**src/rtl/master_interface.sv**
```systemverilog
// Serial bus master: accepts one user transaction, arbitrates for the bus,
// shifts the address (and write data) out LSB first, then for reads waits
// for the slave (with split support and a timeout) and shifts read data in.
//
// Handshake: the user side holds req high for one cycle while ready=1.
// mode, addr and wdata are captured in that cycle. The transaction ends with
// a one-cycle done pulse; err and rdata are valid with done. ready returns
// high in the cycle after done. On the bus side, bwdata is valid only while
// bwvalid=1, and brdata is used only while brvalid=1 and a read is waiting
// for or receiving data.
module master_interface #(
  parameter int ADDR_WIDTH = 12,
  parameter int DATA_WIDTH = 8,
  parameter int TIMEOUT    = 255
) (
  input  logic                  clk,
  input  logic                  rstn,
  input  logic                  req,
  output logic                  ready,
  input  logic                  mode,
  input  logic [ADDR_WIDTH-1:0] addr,
  input  logic [DATA_WIDTH-1:0] wdata,
  output logic [DATA_WIDTH-1:0] rdata,
  output logic                  done,
  output logic                  err,
  output logic                  mbreq,
  input  logic                  mbgrant,
  output logic                  bwdata,
  output logic                  bmode,
  output logic                  bwvalid,
  input  logic                  brdata,
  input  logic                  brvalid,
  input  logic                  sready,
  input  logic                  ssplit
);

  localparam int MAXW = (ADDR_WIDTH > DATA_WIDTH) ? ADDR_WIDTH : DATA_WIDTH;
  localparam int CW   = $clog2(MAXW + 1);

  typedef enum logic [2:0] {
    S_IDLE, S_REQ, S_ADDR, S_WDATA, S_RWAIT, S_RDATA, S_DONE
  } state_t;

  state_t                state;
  logic                  mode_q;
  logic [ADDR_WIDTH-1:0] addr_sh;
  logic [DATA_WIDTH-1:0] wdata_sh;
  logic [CW-1:0]         bit_cnt;
  logic [15:0]           wait_cnt;
  logic                  frozen;

  // Transaction sequencer; every output is a register updated here.
  always_ff @(posedge clk) begin
    if (!rstn) begin
      state    <= S_IDLE;
      ready    <= 1'b1;
      mbreq    <= 1'b0;
      bwvalid  <= 1'b0;
      bwdata   <= 1'b0;
      bmode    <= 1'b0;
      done     <= 1'b0;
      err      <= 1'b0;
      rdata    <= '0;
      mode_q   <= 1'b0;
      addr_sh  <= '0;
      wdata_sh <= '0;
      bit_cnt  <= '0;
      wait_cnt <= '0;
      frozen   <= 1'b0;
    end else begin
      done <= 1'b0;
      case (state)
        S_IDLE: begin
          if (req) begin
            mode_q   <= mode;
            addr_sh  <= addr;
            wdata_sh <= wdata;
            ready    <= 1'b0;
            mbreq    <= 1'b1;
            rdata    <= '0;
            err      <= 1'b0;
            wait_cnt <= '0;
            frozen   <= 1'b0;
            bit_cnt  <= '0;
            state    <= S_REQ;
          end
        end
        S_REQ: begin
          if (mbgrant && sready) begin
            bwvalid <= 1'b1;
            bwdata  <= addr_sh[0];
            addr_sh <= addr_sh >> 1;
            bmode   <= mode_q;
            bit_cnt <= '0;
            state   <= S_ADDR;
          end
        end
        S_ADDR: begin
          if (bit_cnt == CW'(ADDR_WIDTH - 1)) begin
            bit_cnt <= '0;
            if (mode_q) begin
              bwdata   <= wdata_sh[0];
              wdata_sh <= wdata_sh >> 1;
              state    <= S_WDATA;
            end else begin
              bwvalid <= 1'b0;
              bwdata  <= 1'b0;
              state   <= S_RWAIT;
            end
          end else begin
            bit_cnt <= bit_cnt + CW'(1);
            bwdata  <= addr_sh[0];
            addr_sh <= addr_sh >> 1;
          end
        end
        S_WDATA: begin
          if (bit_cnt == CW'(DATA_WIDTH - 1)) begin
            bit_cnt <= '0;
            bwvalid <= 1'b0;
            bwdata  <= 1'b0;
            mbreq   <= 1'b0;
            done    <= 1'b1;
            err     <= 1'b0;
            state   <= S_DONE;
          end else begin
            bit_cnt  <= bit_cnt + CW'(1);
            bwdata   <= wdata_sh[0];
            wdata_sh <= wdata_sh >> 1;
          end
        end
        S_RWAIT: begin
          // A split releases the bus and stops the timeout for good.
          if (ssplit) begin
            frozen <= 1'b1;
            mbreq  <= 1'b0;
          end
          if (brvalid) begin
            // Data wins over a timeout landing in the same cycle.
            rdata[0] <= brdata;
            bit_cnt  <= '0;
            if (DATA_WIDTH == 1) begin
              mbreq <= 1'b0;
              done  <= 1'b1;
              state <= S_DONE;
            end else begin
              state <= S_RDATA;
            end
          end else if (!ssplit && !frozen) begin
            wait_cnt <= wait_cnt + 16'd1;
            if (wait_cnt + 16'd1 == 16'(TIMEOUT)) begin
              rdata <= '0;
              err   <= 1'b1;
              mbreq <= 1'b0;
              done  <= 1'b1;
              state <= S_DONE;
            end
          end
        end
        S_RDATA: begin
          if (brvalid) begin
            rdata <= rdata | (DATA_WIDTH'(brdata) << (bit_cnt + CW'(1)));
            if (bit_cnt == CW'(DATA_WIDTH - 2)) begin
              bit_cnt <= '0;
              mbreq   <= 1'b0;
              done    <= 1'b1;
              state   <= S_DONE;
            end else begin
              bit_cnt <= bit_cnt + CW'(1);
            end
          end
        end
        S_DONE: begin
          ready <= 1'b1;
          bmode <= 1'b0;
          state <= S_IDLE;
        end
        default: state <= S_IDLE;
      endcase
    end
  end

endmodule
```
**config.mk**
```make
export PLATFORM = sky130hd
export DESIGN_NAME = master_interface
export DESIGN_NICKNAME = d
export VERILOG_FILES = /design/src/rtl/master_interface.sv
export SDC_FILE = /design/constraint.sdc
export NUM_CORES = 1
export LEC_CHECK = 0
export CAP_MARGIN = 20
export CORE_MARGIN = 2
export CORE_UTILIZATION = 50
export DETAILED_ROUTE_END_ITERATION = 10
export PLACE_DENSITY = 0.87
export SYNTH_ARGS = -nofsm -noshare
export SYNTH_HDL_FRONTEND = slang
export SYNTH_SLANG_ARGS = --single-unit
```
**constraint.sdc**
```tcl
create_clock -name clk -period 2.5 [get_ports clk]
set_input_delay 0.625 -clock clk [delete_from_list [all_inputs] [get_ports clk]]
set_output_delay 0.625 -clock clk [all_outputs]
set_load 0.02 [all_outputs]
```
==> results.cfg <==
[yosys]
synthCells = 430
ys_seq_area_share_pct = 35.9
synth_top_family_by_area = simple AND/OR/NAND/NOR gates
async_flop_share_pct = 0
synth-seq-cells = 60
synth_area_per_cell_sq_um = 7.79
ys.warnings.count = 0
synth-adder-area-share_pct = 1.49
synth-compound-area-share_pct = 23.2
synth_edf_count = 0
yosys.area_share.simple_pct = 27.6
synth_nets = 463
synth_area_sq_um = 3350
synth_flop_cell = dfxtp_1
yosys-mux-area-fraction_pct = 4.48
synth.distinct_cells = 58
synth_xor_area_share_pct = 2.61

[timing]
finalMaxSlewViolations = 0
hold_violations = 0
tightest_slew_ns = 0.577
setup_viol = 0
max-slew-margin-rel_pct = 61.5
rsz0062_at_grt = no
finClkSkew_ns = 0.00645
finalCriticalPeriod_ns = 2.43
max_freq_mhz = 412
fin_crit_sh_pct = 97.0

[placed_design]
placed_cell_area_sq_um = 3920
dp.final_hpwl_mm = 6.01
io_buffers = 43
gp_congestion = 0.896

[routing]
dr.pass1.iters = 7
wl_mm = 8.39
vias = 3405
dr.first_iter.drc_count = 344
antenna_left = 0
wl_per_cell_um = 15.1
drc_errors = 0
avgViaCountPerCell = 6.12

[cts]
cts.sinks = 60
clk_latency_ns = 0.35
cts_root_buffer = clkbuf_8
cts-buffers-inserted = 9
cts_tree = yes
clock_path_buffers = 2
cts_hold_buf = 0
path_clk_slew_ns = 0.06
htreeDepth = 3

[setup_path]
cp_num_cells = 6
endpoint = mbreq
crit_slowest_cell = dfxtp_1
crit_path_start = wait_cnt[2]
crit_family = simple AND/OR/NAND/NOR gates
rr_worst_depth = 6
cp_num_buf_inv = 0
crit_type = reg2reg
cp.arrival_ns = 2.65
path_max_fanout = 8
r2r-start = wait_cnt[2]
start_kind = register
crit_path_cell_trace = nand4_1 -> nor3_1 -> mux2i_1 -> nand3_1 -> or3b_1 -> o31a_1
crit_path_max_incr_delay_ns = 0.45
crit_required_ns = 2.73
rrSetupSlack_ns = 0.07
r2r_end = mbreq
critPathCaptureType = register

[die]
io_pins = 44
core_sq_um = 6420
initial_core_util_pct = 52.2
dieWidth_um = 85.8
row_count = 29
dieArea_sq_um = 7370
die_h_um = 85.8

[run_status]
outcome = finished, final reports clean

[pwr]
power_density_nw_per_um2 = 827
p_int_mw = 2.21
seq_power_share_pct = 36.5
ir_drop_mv = 0.684
p_sw_mw = 1.22
power.leakage_nw = 1.50
switching_share_pct = 35.5
clockPowerShare_pct = 25.3
power_frac_comb_pct = 38.2

[global_routing]
grt_pass1_vias = 3144
grt_pass1_wl_mm = 14.2
grt_use_total_pct = 23.8
gr-total-overflow = 0
grt_max_degree = 26
antenna_found_initial = 0

[run]
maxCapViolCount = 0

[final_layout]
final_cell_area_sq_um = 4140
final_nets = 509
layout_common_cells = nor2_1, dfxtp_1, clkdlybuf4s50_1, nand2_1, a21oi_1
nFillCells = 553
area_growth_pct = 23.7
drive_above_1_share_pct = 11.3
final_util_pct = 64.5
multi_input_area_sq_um = 2010
layout_commonest_cell = nor2_1
antenna_cells = 0
layout.area.seq_sq_um = 1200

[worst_hold_path]
worst_hold_path_type = reg2reg
-- flip-flops by register name, indices dropped and copies added, names as in the netlist --
name / flops
mode_q: 1
wdata_sh: 8
addr_sh: 12
frozen: 1
mbreq: 1
err: 1
bwdata: 1
state: 3
wait_cnt: 16
rdata: 8
bmode: 1
ready: 1
done: 1
bit_cnt: 4
bwvalid: 1
-- metal layers --
| metal | track usage [%] | share of wire, % | vias to the layer above |
|---|---|---|---|
| li1 | - | - | 1650 |
| met1 | 31.1 | 43 | 1574 |
| met2 | 37.5 | 47 | 158 |
| met3 | 5.77 | 7.8 | 23 |
| met4 | 10.2 | 2.1 | 0 |
| met5 | 0 | 0 | - |
-- tightest hold or removal path, cell delays in order, from the launching register on --
cell and delay, ns:
dfxtp_1 0.31, nand2_1 0.05, o21ai_0 0.06
-- cell usage after synthesis (6+ instances only) --
library cell / count / share of area (%)
o21ai_0: 23 / 3.4
clkbuf_1: 20 / 2.2
nand2_1: 37 / 4.1
xnor2_1: 8 / 2.1
mux2i_1: 15 / 4.5
nor2b_1: 11 / 2.1
a311oi_1: 8 / 2.1
nand4_1: 9 / 1.7
dfxtp_1: 60 / 36
nor3_1: 13 / 1.9
a211oi_1: 14 / 3.1
nor2_1: 64 / 7.2
nand3_1: 14 / 2.1
nand3b_1: 6 / 1.3
nand2b_1: 6 / 1.1
a21oi_1: 33 / 4.9
buf_2: 10 / 1.5
-- worst min path at each step --
stage | to | start | cells past startpoint | slack [ns]
3_5_place_dp | rdata[5] | rdata[5] | 2 | 0.46
4_1_cts | rdata[5] | rdata[5] | 2 | 0.47
2_1_floorplan | addr_sh[11] | addr_sh[11] | 2 | 0.45
5_1_grt | wdata_sh[6] | wdata_sh[7] | 2 | 0.50
6_report | rdata[5] | rdata[5] | 2 | 0.46
3_3_place_gp | rdata[3] | rdata[3] | 2 | 0.45
-- area by class of cell --
type	count	area share (%)
inverter	6	0.544
clock inverter	2	0.846
sequential	60	29.0
tap	77	2.33
clock buffer	12	3.75
multi-input combinational	332	48.5
timing repair buffer	67	15.0
-- timing repair --
action                                  4_1_cts  5_1_grt
gates resized for setup                       0        3
hold endpoints to repair                      0        0
endpoints found under the setup margin        0        6
buffers inserted                              0        2
-- stage by stage --
stage,hold WS [ns],cells,total power [mW],worst slack [ns],TNS [ns]
2_1_floorplan,0.446,430,2.18,0.171,0
3_3_place_gp,0.452,540,2.51,0.0427,0
3_5_place_dp,0.460,540,2.55,-0.0493,-0.0493
4_1_cts,0.467,554,3.42,0.0685,0
5_1_grt,0.496,556,3.65,0.00266,0
6_report,0.463,556,3.43,0.0741,0
-- logic make-up after synthesis --
family / count (synthesis)
AO/OA/AOI/OAI: 116
XOR/XNOR: 10
adder cells (fa/ha/maj): 4
buffers and inverters: 38
flip-flops: 60
multiplexers: 15
AND/OR/NAND/NOR: 187
-- power by group through the flow --
stage               Combinational, mW  Clock (mW)  Sequential [mW]
floorplan                       0.934           0             1.24
global placement                 1.25           0             1.26
detailed placement               1.29           0             1.27
CTS                              1.30       0.877             1.25
global route                     1.44       0.926             1.28
finish                           1.31       0.867             1.25
Note: power is estimated with default switching activity, not from simulation.
